[config.mk]
export PLATFORM = sky130hd
export DESIGN_NAME = hwpe_tcdm_rr_arbiter
export DESIGN_NICKNAME = d
export VERILOG_FILES = /design/src/rtl/hwpe_tcdm_rr_arbiter.sv
export SDC_FILE = /design/constraint.sdc
export NUM_CORES = 1
export LEC_CHECK = 0
export BUFFER_PORTS_ARGS = -buffer_cell sky130_fd_sc_hd__buf_2
export CAP_MARGIN = 10
export CELL_PAD_IN_SITES_DETAIL_PLACEMENT = 0
export CELL_PAD_IN_SITES_GLOBAL_PLACEMENT = 2
export CORE_AREA = 4 4 674 676
export CTS_CLUSTER_SIZE = 16
export DETAILED_ROUTE_END_ITERATION = 7
export DIE_AREA = 0 0 678 680
export PLACE_DENSITY_LB_ADDON = 0.08
export SYNTH_ARGS = -nofsm -noshare
export SYNTH_HDL_FRONTEND = slang
export SYNTH_SLANG_ARGS = --single-unit
[constraint.sdc]
create_clock -name clk_i -period 3.3 [get_ports clk_i]
set_clock_uncertainty 0.1 [all_clocks]
set_input_delay 0.165 -clock clk_i [delete_from_list [all_inputs] [get_ports clk_i]]
set_output_delay 0.165 -clock clk_i [all_outputs]
set_load 0.02 [all_outputs]
[src/rtl/hwpe_tcdm_rr_arbiter.sv]
// Round-robin arbiter sharing one HCI-style TCDM master port between NumIn
// HWPE engines. A stalled request is locked until granted, and a source-ID
// FIFO routes the in-order responses back to the issuing engine.
// Optional grant/stall statistics counters: define HWPE_TCDM_ARB_STATS_EN.
module hwpe_tcdm_rr_arbiter #(
  parameter int unsigned NumIn          = 2,
  parameter int unsigned DataWidth      = 256,
  parameter int unsigned AddrWidth      = 32,
  parameter int unsigned MaxOutstanding = 4
) (
  input  logic                                   clk_i,
  input  logic                                   rst_ni,
  input  logic [NumIn-1:0]                       en_i,
  input  logic [NumIn-1:0]                       in_req_i,
  output logic [NumIn-1:0]                       in_gnt_o,
  input  logic [NumIn-1:0][AddrWidth-1:0]        in_add_i,
  input  logic [NumIn-1:0]                       in_wen_i,
  input  logic [NumIn-1:0][DataWidth/8-1:0]      in_be_i,
  input  logic [NumIn-1:0][DataWidth-1:0]        in_data_i,
  output logic [NumIn-1:0]                       in_r_valid_o,
  output logic [NumIn-1:0][DataWidth-1:0]        in_r_data_o,
  output logic                                   out_req_o,
  input  logic                                   out_gnt_i,
  output logic [AddrWidth-1:0]                   out_add_o,
  output logic                                   out_wen_o,
  output logic [DataWidth/8-1:0]                 out_be_o,
  output logic [DataWidth-1:0]                   out_data_o,
  input  logic                                   out_r_valid_i,
  input  logic [DataWidth-1:0]                   out_r_data_i,
`ifdef HWPE_TCDM_ARB_STATS_EN
  input  logic                                   stats_clr_i,
  output logic [NumIn-1:0][31:0]                 grant_cnt_o,
  output logic [31:0]                            stall_cnt_o,
`endif
  output logic [$clog2(MaxOutstanding+1)-1:0]    outstanding_o,
  output logic                                   busy_o
);

  localparam int unsigned IdxW = $clog2(NumIn);
  localparam int unsigned PtrW = (MaxOutstanding > 1) ? $clog2(MaxOutstanding) : 1;
  localparam int unsigned CntW = $clog2(MaxOutstanding+1);

  logic [NumIn-1:0] eligible;
  logic [IdxW-1:0]  ptr_q, lock_idx_q, sel_idx, head_idx;
  logic             lock_q, sel_valid, fifo_full, fifo_empty;
  logic             grant, push, pop;
  int unsigned      cand;

  logic [IdxW-1:0]  fifo_q [MaxOutstanding];
  logic [PtrW-1:0]  wr_ptr_q, rd_ptr_q;
  logic [CntW-1:0]  cnt_q;

  function automatic logic [PtrW-1:0] ptr_inc(input logic [PtrW-1:0] p);
    return (p == PtrW'(MaxOutstanding-1)) ? '0 : p + 1'b1;
  endfunction

  assign eligible   = in_req_i & en_i;
  assign fifo_full  = (cnt_q == CntW'(MaxOutstanding));
  assign fifo_empty = (cnt_q == '0);
  assign head_idx   = fifo_q[rd_ptr_q];

  // Pick the locked input, else the first eligible input at or after ptr_q.
  always_comb begin
    sel_valid = 1'b0;
    sel_idx   = lock_idx_q;
    cand      = 0;
    if (lock_q) begin
      sel_valid = 1'b1;
    end else begin
      for (int unsigned o = 0; o < NumIn; o++) begin
        cand = 32'(ptr_q) + o;
        if (cand >= NumIn) cand = cand - NumIn;
        if (!sel_valid && eligible[IdxW'(cand)]) begin
          sel_valid = 1'b1;
          sel_idx   = IdxW'(cand);
        end
      end
    end
  end

  // The full check uses registered occupancy, so a same-cycle pop never bypasses.
  assign out_req_o  = sel_valid && !fifo_full;
  assign grant      = out_req_o && out_gnt_i;
  assign push       = grant;
  assign pop        = out_r_valid_i && !fifo_empty;
  assign out_add_o  = in_add_i[sel_idx];
  assign out_wen_o  = in_wen_i[sel_idx];
  assign out_be_o   = in_be_i[sel_idx];
  assign out_data_o = in_data_i[sel_idx];

  // One-hot grant back to the selected requester.
  always_comb begin
    in_gnt_o = '0;
    if (grant) in_gnt_o[sel_idx] = 1'b1;
  end

  // Route responses to the FIFO head; a response with an empty FIFO is dropped.
  always_comb begin
    in_r_valid_o = '0;
    if (pop) in_r_valid_o[head_idx] = 1'b1;
  end

  assign in_r_data_o   = {NumIn{out_r_data_i}};
  assign outstanding_o = cnt_q;
  assign busy_o        = (|eligible) || lock_q || !fifo_empty;

  // Round-robin pointer and stall lock.
  always_ff @(posedge clk_i or negedge rst_ni) begin
    if (!rst_ni) begin
      ptr_q      <= '0;
      lock_q     <= 1'b0;
      lock_idx_q <= '0;
    end else begin
      if (grant) begin
        ptr_q  <= (sel_idx == IdxW'(NumIn-1)) ? '0 : sel_idx + 1'b1;
        lock_q <= 1'b0;
      end else if (out_req_o && !out_gnt_i) begin
        lock_q     <= 1'b1;
        lock_idx_q <= sel_idx;
      end
    end
  end

  // Source-ID FIFO of granted-but-unanswered transactions.
  always_ff @(posedge clk_i or negedge rst_ni) begin
    if (!rst_ni) begin
      for (int unsigned i = 0; i < MaxOutstanding; i++) fifo_q[i] <= '0;
      wr_ptr_q <= '0;
      rd_ptr_q <= '0;
      cnt_q    <= '0;
    end else begin
      if (push) begin
        fifo_q[wr_ptr_q] <= sel_idx;
        wr_ptr_q         <= ptr_inc(wr_ptr_q);
      end
      if (pop) rd_ptr_q <= ptr_inc(rd_ptr_q);
      if (push && !pop)      cnt_q <= cnt_q + 1'b1;
      else if (pop && !push) cnt_q <= cnt_q - 1'b1;
    end
  end

`ifdef HWPE_TCDM_ARB_STATS_EN
  // Saturating grant and stall counters; clear wins over increment.
  always_ff @(posedge clk_i or negedge rst_ni) begin
    if (!rst_ni) begin
      grant_cnt_o <= '0;
      stall_cnt_o <= '0;
    end else if (stats_clr_i) begin
      grant_cnt_o <= '0;
      stall_cnt_o <= '0;
    end else begin
      for (int unsigned k = 0; k < NumIn; k++) begin
        if (in_gnt_o[k] && (grant_cnt_o[k] != 32'hFFFF_FFFF))
          grant_cnt_o[k] <= grant_cnt_o[k] + 32'd1;
      end
      if (out_req_o && !out_gnt_i && (stall_cnt_o != 32'hFFFF_FFFF))
        stall_cnt_o <= stall_cnt_o + 32'd1;
    end
  end
`endif

  // A response must always have a matching outstanding grant.
  a_rsp_without_req: assert property (@(posedge clk_i) disable iff (!rst_ni)
    out_r_valid_i |-> !fifo_empty);

  // Software must keep a locked input enabled until its grant.
  a_lock_enable_drop: assert property (@(posedge clk_i) disable iff (!rst_ni)
    lock_q |-> en_i[lock_idx_q]);

endmodule

# After elaboration in Yosys (flattened, before gate mapping)
# Cells that the tools add are included.
# Widths: inputs -> output; s select.
# totals
input_bits,906
reg_bits,14
out_inout_bits,842
wordCells,101
# classes
n_addsub,8
n_eq_ne,3
n_bitwise,4
reduce_logical,23
n_mux,42
order_cmp,11
# ops
cell,count
$mux 256,2
$mux 32,4
$mux 1,25
$logic_and 1x1->1,10
$lt 1x2->1 const B,4
$mux 2,4
$ge 3x3->1 const B,2
$logic_not 1->1,6
$mux 3,2
$not 2->3,2
$add 2x1->2 const B,2
$bwmux 4,1
$eq 2x2->1 const B,2
$reduce_bool 2->1,2
$add 3x1->3 const B,1
$eq 3x3->1 const B,1
$logic_not 3->1,1
$lt 3x1->1 const B,1
$sub 3x1->3 const B,1
$add 1x1->2 const B,1
$and 2x2->2,1
$bmux 1 s2,1
$demux 1 s1,2
$demux 1 s2,1
other kinds (9),12

# Longest topological paths before layout
# Gate-level depths: netlist of the first run.
# logic_depth
depth_word,17
ltp_mapped,9
depth_no_buf,9

# Least setup slack after synthesis of the first run
# Ideal clock, no wire load.
# synth_path
path_type,flip-flop to flip-flop
start,"reg cnt_q[1], in the netlist outstanding_o[1]"
end,"reg cnt_q[1], in the netlist outstanding_o[1]"
required_time_ns,3.075
n_path_buf,0
setup_slack_ns,0.971
period_less_slack_ns,2.329
setup_time_ns,0.125
arrival_ns,2.104
stages_incl_launch_ff,8
cell_sequence,dfrtp_1 > or3b_2 > nand3_1 > inv_1 > ha_1 > inv_1 > fa_1 > mux2_2
# synth_between
elab_chain_cells,7
elab_cells_between_ends,16
classes_between,add/sub (2); eq/ne (1); mux (2); reduce/logical (11)
# synth_rtl
element,line_no,text
"start, declared",51,logic [CntW-1:0] cnt_q;
"start signal, assigned",137,if (push && !pop) cnt_q <= cnt_q + 1'b1;
"start signal, assigned",138,else if (pop && !push) cnt_q <= cnt_q - 1'b1;
$eq 3x3->1 *,58,assign fifo_full = (cnt_q == CntW'(MaxOutstanding));
$logic_not 1->1 *,82,assign out_req_o = sel_valid && !fifo_full;
$logic_and 1x1->1 *,82,
$logic_and 1x1->1 *,83,assign grant = out_req_o && out_gnt_i;
net grant,46,"logic grant, push, pop;"
$logic_not 1->1,138,
$logic_and 1x1->1,138,
$reduce_bool 2->1 (no line),n/a,
# Mark *: on every way through the listed nets, which the timed path passes. The rest lies on a longest branch. The select of a mux whose other input is x is not followed.
# A chain may end at the register's enable or synchronous reset.

# Worst setup path in the final report of the first run
# layout_path
start,reg lock_q
end,out out_data_o[41]
# layout_between
elab_chain_cells,3
# layout_rtl
element,line_no,text
"start, declared",45,"logic lock_q, sel_valid, fifo_full, fifo_empty;"
"start signal, assigned",111,lock_q <= 1'b0;
"start signal, assigned",116,lock_q <= 1'b0;
"start signal, assigned",118,lock_q <= 1'b1;
$mux 1,67,if (lock_q) begin
$mux 256 (implied by the code) (2 in a row),89,assign out_data_o = in_data_i[sel_idx];
"end, declared",27,"output logic [DataWidth-1:0] out_data_o,"
# Every way passes these cells. The select of a mux whose other input is x is not followed.

==> flow_metrics.py, run 1 <==
metrics = {
    "run_status": {
        "status": "finished clean",
    },
    "cells_and_area": {
        "nets": 2314,
        "drive_above_1_share_pct": 81.1,
        "final_cell_mix": "973 x buf_2, 207 x mux2_1, 118 x mux2_2",
        "syn_to_final_growth_pct": 103,
        "final_common_cell": "buf_2",
    },
    "synthesis": {
        "postSynthAreaPerCell_um2": 9.09,
        "synth_cells": 938,
        "synth_warnings": 0,
        "netlist_top_cells_area": "buf_4 48%, mux2_1 27%, mux2_2 16%",
        "synth_seq_cells": 14,
        "syn_area_um2": 8530,
        "synth_seq_area_share_pct": 4.11,
        "yosysTopAreaCell": "buf_4",
        "synth_cell_types": 27,
        "synth_top_area_share_pct": 47.7,
        "syn-num-nets": 1851,
    },
    "global_route": {
        "grtUsageTotal_pct": 9.76,
        "grt_pass1_vias": 10600,
        "gr-usage-met2_pct": 15.5,
        "grtUsageMet1_pct": 9.61,
        "grt_max_degree": 51,
        "antenna_found_initial": 148,
        "grt_pass1_wl_um": 262000,
        "gr-total-overflow": 0,
        "grt_busiest_layer": "met2",
        "use_met3_pct": 9.37,
    },
    "clocking": {
        "cts-root-buf": "clkbuf_16",
        "path_clk_slew_ns": 0.06,
        "h-tree-depth": 1,
        "clk_path_buf_depth": 2,
        "cts_tree": "done",
        "clock_sinks": 14,
        "cts_buffers": 3,
        "clock_latency_ns": 0.26,
    },
    "worst_setup_path": {
        "endpoint_kind": "primary output",
        "slowest_delay_ns": 0.53,
        "required_ns": 3.03,
        "reg2reg_depth": 7,
        "arrival_ns": 2.90,
        "r2r-end": "outstanding_o[1]",
        "crit_path_start_kind": "flip-flop",
        "path_cells": "nand3b_1, a22oi_4, buf_12, buf_6, mux2_1, buf_2",
        "r2r_slack_ns": 0.90,
        "path_class": "reg2out",
        "crit_fanout": 50,
        "r2r-start": "outstanding_o[1]",
        "cp_slowest_cell": "mux2_1",
    },
    "pwr": {
        "total_power_uw": 11100,
        "power_density_nw_per_um2": 643,
        "peakVddDrop_mv": 0.213,
        "cellLeakagePower_uw": 0.00577,
    },
    "detailed_routing": {
        "drtIter0Drc": 328,
        "dr.pass1.iters": 4,
        "remaining_drc_errors": 0,
        "ant_nets": 0,
        "wl_um": 236000,
        "vias": 9645,
        "vias_per_cell": 1.31,
        "post_drt_wl_per_cell_um": 32.0,
    },
    "die": {
        "ioPinCount": 1748,
        "start_util_pct": 1.90,
        "die_w_um": 678,
        "rows": 246,
        "die_area_um2": 461000,
        "die_y_um": 680,
        "coreArea_um2": 448000,
    },
    "hold_path": {
        "min_path_type": "in2out",
        "holdPathEnd": "in_r_data_o[55]",
        "holdCritStartpoint": "out_r_data_i[55]",
        "hold_depth": 0,
    },
    "placed_design": {
        "dp_hpwl_um": 226000,
        "portBuffers": 979,
        "place.gp.congestion": 0.717,
    },
    "timing": {
        "min_period_over_period_pct": 96.0,
        "hold_viol": 0,
        "drv_slew": 0,
        "fin_crit_ns": 3.17,
        "final-setup-viol-count": 0,
        "hold_ws_ns": 0.230,
        "fmax_mhz": 316,
        "slew_headroom_pct": 53.4,
        "tightest_slew_ns": 0.699,
    },
    "job": {
        "maxCapViolations": 0,
    },
}
==> routing by layer <==
| metal | part of all wire (%) | vias up |
|---|---|---|
| li1 | - | 3592 |
| met1 | 34 | 4390 |
| met2 | 44 | 1375 |
| met3 | 21 | 263 |
| met4 | 0.68 | 25 |
| met5 | 0.35 | - |
==> synth_stat cells <==
| cell type | count |
|---|---|
| buf_4 | 542 |
| mux2_1 | 208 |
| mux2_2 | 123 |
| dfrtp_1 | 14 |
| ha_1 | 6 |
| nor2_1 | 6 |
| nor3_1 | 6 |
| buf_2 | 5 |
| inv_1 | 4 |
| nand2_1 | 4 |
| a21o_1 | 2 |
| nand3b_1 | 2 |
| xor2_1 | 2 |
| a221o_1 | 1 |
| a221oi_1 | 1 |
| a22o_1 | 1 |
| a22oi_4 | 1 |
| and3b_1 | 1 |
| fa_1 | 1 |
| mux4_2 | 1 |
| nand3_1 | 1 |
| nor2b_1 | 1 |
| nor3b_1 | 1 |
| o31ai_1 | 1 |
| or3b_2 | 1 |
| or4_1 | 1 |
| xnor2_1 | 1 |
==> timing repair <==
action | 4_1_cts | 5_1_grt
gates resized for setup | 11 | 1
hold buffers | 1 | 0
hold endpoints to repair | 14 | 0
pin swaps | 1 | 0
gates cloned | 0 | 1
setup buffers | 0 | 0
setup endpoints to repair | 27 | 5
==> worst max-delay path: cells and delay by family (launching register included) <==
kind	cells	cell delay [ns]
AOI/OAI and AO/OA	1	0.30
buffers and inverters	3	0.80
DFF	1	0.41
muxes	1	0.53
and+or+nand+nor	1	0.24
==> through the flow <==
stage                     area, um^2  TNS [ns]  worst slack, ns  util [%]  instances
after floorplan                 8530         0            0.971         -        938
after global placement         17100         0            0.120      3.81       7346
after detailed placement       17100         0            0.155      3.81       7346
after CTS                      17200         0           0.0172      3.84       7351
after global routing           17200  -0.00284         -0.00284      3.85       7354
final                          17300         0            0.133      3.86       7379
==> worst max path at each step <==
stage | from | endpoint | cells past startpoint
6_report | lock_q | out_data_o[41] | 6
5_1_grt | lock_q | out_add_o[15] | 7
4_1_cts | lock_q | out_data_o[249] | 7
3_5_place_dp | lock_q | out_data_o[247] | 7
3_3_place_gp | lock_q | out_data_o[247] | 7
2_1_floorplan | outstanding_o[1] | outstanding_o[1] | 7
==> state kept, by name, summed over array words and instances (netlist names) <==
name           cells
fifo_q             4
outstanding_o      3
rd_ptr_q           2
wr_ptr_q           2
lock_idx_q         1
lock_q             1
ptr_q              1
==> power breakdown <==
group / total [uW] / leakage, uW / internal, uW / switching, uW
combinational: 10500 / 0.00555 / 2750 / 7770
clock: 273 / 0.0000443 / 184 / 88.3
sequential: 335 / 0.000167 / 261 / 74.0
==> cell type report <==
class / count / area, um^2
fill: 53700 / 431000
clock buffer: 4 / 88.8
timing repair buffer: 1005 / 5250
inverter: 4 / 15.0
tap: 5952 / 7450
multi-input combinational: 373 / 4090
antenna: 27 / 67.6
sequential: 14 / 350
==> kinds of logic after synthesis <==
logic type | Yosys count | share of synthesized area, %
DFF | 14 | 4.11
buffers and inverters | 551 | 48.2
xor gates and xnor gates | 3 | 0.308
adders and majority gates | 7 | 1.12
and+or+nand+nor | 24 | 1.48
muxes | 332 | 44.0
AOI/OAI and AO/OA | 7 | 0.836
(Power assumes the default switching activity.)
==> inputs of run 2 (changes only) <==
--- a/config.mk
+++ b/config.mk
@@ -7,12 +7,10 @@
 export LEC_CHECK = 0
 export BUFFER_PORTS_ARGS = -buffer_cell sky130_fd_sc_hd__buf_2
 export CAP_MARGIN = 10
-export CELL_PAD_IN_SITES_DETAIL_PLACEMENT = 0
-export CELL_PAD_IN_SITES_GLOBAL_PLACEMENT = 2
-export CORE_AREA = 4 4 674 676
+export CORE_AREA = 4 4 685 687
 export CTS_CLUSTER_SIZE = 16
 export DETAILED_ROUTE_END_ITERATION = 7
-export DIE_AREA = 0 0 678 680
+export DIE_AREA = 0 0 689 691
 export PLACE_DENSITY_LB_ADDON = 0.08
 export SYNTH_ARGS = -nofsm -noshare
 export SYNTH_HDL_FRONTEND = slang
==> flow_metrics.py, run 2 (synthesis results as in run 1) <==
metrics = {
    "detailed_routing": {
        "dr.pass1.iters": 5,
        "ant_nets": 0,
        "vias": 9979,
        "wl_um": 260000,
        "remaining_drc_errors": 0,
        "drtIter0Drc": 540,
        "vias_per_cell": 1.31,
        "post_drt_wl_per_cell_um": 34.3,
    },
    "die": {
        "die_y_um": 691,
        "rows": 250,
        "start_util_pct": 1.84,
        "ioPinCount": 1748,
        "die_area_um2": 476000,
        "coreArea_um2": 463000,
        "die_w_um": 689,
    },
    "run_status": {
        "status": "finished clean",
    },
    "cells_and_area": {
        "largest_reg_flops": 4,
        "final_common_cell": "buf_2",
        "max_flop_register": "fifo_q",
        "syn_to_final_growth_pct": 112,
        "drive_above_1_share_pct": 81.4,
        "nFillCells": 55300,
        "post-route-util_pct": 3.90,
        "nets": 2317,
        "final_cell_area_um2": 18000,
        "final_cell_mix": "937 x buf_2, 203 x mux2_1, 128 x mux2_2",
    },
    "global_route": {
        "grt_pass1_vias": 10800,
        "gr-total-overflow": 0,
        "grt_pass1_wl_um": 286000,
        "grtUsageTotal_pct": 10.4,
        "antenna_found_initial": 64,
        "grt_max_degree": 46,
    },
    "clocking": {
        "h-tree-depth": 1,
        "cts_tree": "done",
        "cts_buffers": 3,
        "cts-root-buf": "clkbuf_16",
        "clk_path_buf_depth": 2,
        "path_clk_slew_ns": 0.05,
        "clock_sinks": 14,
        "clock_latency_ns": 0.25,
        "post-cts-setup-buffers": 0,
    },
    "pwr": {
        "seq_power_share_pct": 2.9,
        "cellLeakagePower_uw": 0.00592,
        "pwr-share-clk_pct": 2.1,
        "total_power_uw": 11400,
        "switching_share_pct": 69.5,
        "power_density_nw_per_um2": 633,
        "peakVddDrop_mv": 0.297,
        "switchingPower_uw": 7930,
        "comb_power_share_pct": 95.0,
        "p_int_uw": 3490,
    },
    "placed_design": {
        "portBuffers": 979,
        "pre_cts_slack_ns": 0.122,
        "dp_hpwl_um": 251000,
        "placed_area_um2": 17900,
        "place.gp.congestion": 0.824,
    },
    "timing": {
        "tightest_slew_ns": 0.817,
        "rsz0062_at_grt": "false",
        "drv_slew": 0,
        "fin_ws_ns": 0.139,
        "slew_headroom_pct": 45.1,
        "hold_ws_ns": 0.230,
        "min_period_over_period_pct": 95.8,
        "fin_crit_ns": 3.16,
        "fmax_mhz": 316,
        "hold_viol": 0,
        "final-setup-viol-count": 0,
    },
    "job": {
        "maxCapViolations": 0,
    },
    "hold_path": {
        "min_path_type": "in2out",
        "hold_depth": 0,
    },
    "worst_setup_path": {
        "reg2reg_depth": 8,
        "crit_fanout": 35,
        "endpoint_kind": "primary output",
        "arrival_ns": 2.90,
        "path_class": "reg2out",
        "required_ns": 3.03,
        "crit_path_start_kind": "flip-flop",
    },
}
[run 2: final cells by class]
class	instances	area, um^2	area share (%)
clock buffers	3	75.1	0.416
well taps	6174	7720	42.8
repair buffers	1008	5760	31.9
diodes	23	57.6	0.319
flip-flops and latches	14	350	1.94
multi-input cells	373	4070	22.5
inverters	4	15.0	0.0832
[run 2: power by group through the flow]
| stage | registers, uW | clock network, uW | logic [uW] |
|---|---|---|---|
| floorplan | 357 | 0 | 5000 |
| global placement | 354 | 0 | 11700 |
| detailed placement | 342 | 0 | 11600 |
| CTS | 340 | 247 | 11700 |
| global route | 350 | 255 | 11700 |
| finish | 335 | 239 | 10800 |
[run 2: per-stage QoR]
| stage | std cells | setup TNS [ns] |
|---|---|---|
| floorplan | 938 | 0 |
| global placement | 7572 | -0.0506 |
| detailed placement | 7572 | 0 |
| CTS | 7576 | 0 |
| global route | 7580 | 0 |
| finish | 7599 | 0 |
[run 2: routing by layer]
layer	vias to the layer above	wire length, um	track usage [%]
met2	1629	96200	13.7
li1	3590	-	-
met4	30	1300	0.483
met3	103	66600	12.3
met5	-	496	0.727
met1	4627	95800	11.1
[run 2: final timing paths]
| path | startpoint | to | slack [ns] |
|---|---|---|---|
| max in group asynchronous | rst_ni | wr_ptr_q[1] | 2.50 |
| min | out_r_data_i[120] | in_r_data_o[120] | 0.23 |
| max reg2reg | outstanding_o[1] | outstanding_o[2] | 0.42 |
| min reg2reg | fifo_q[3] | fifo_q[3] | 0.42 |
| min in group asynchronous | rst_ni | outstanding_o[2] | 0.30 |
| max | lock_q | out_data_o[9] | 0.14 |
[run 2: what timing repair did]
item | 4_1_cts | 5_1_grt
endpoints found under the hold margin | 14 | 0
setup endpoints to repair | 15 | 0
gates resized for setup | 7 | 0
hold buffers | 1 | 0
[run 2: critical path: stages (launching register included)]
cell      delay, ns
dfrtp_1        0.42
nand3b_1       0.25
a22oi_4        0.31
buf_12         0.25
buf_4          0.33
mux2_1         0.64
buf_12         0.27
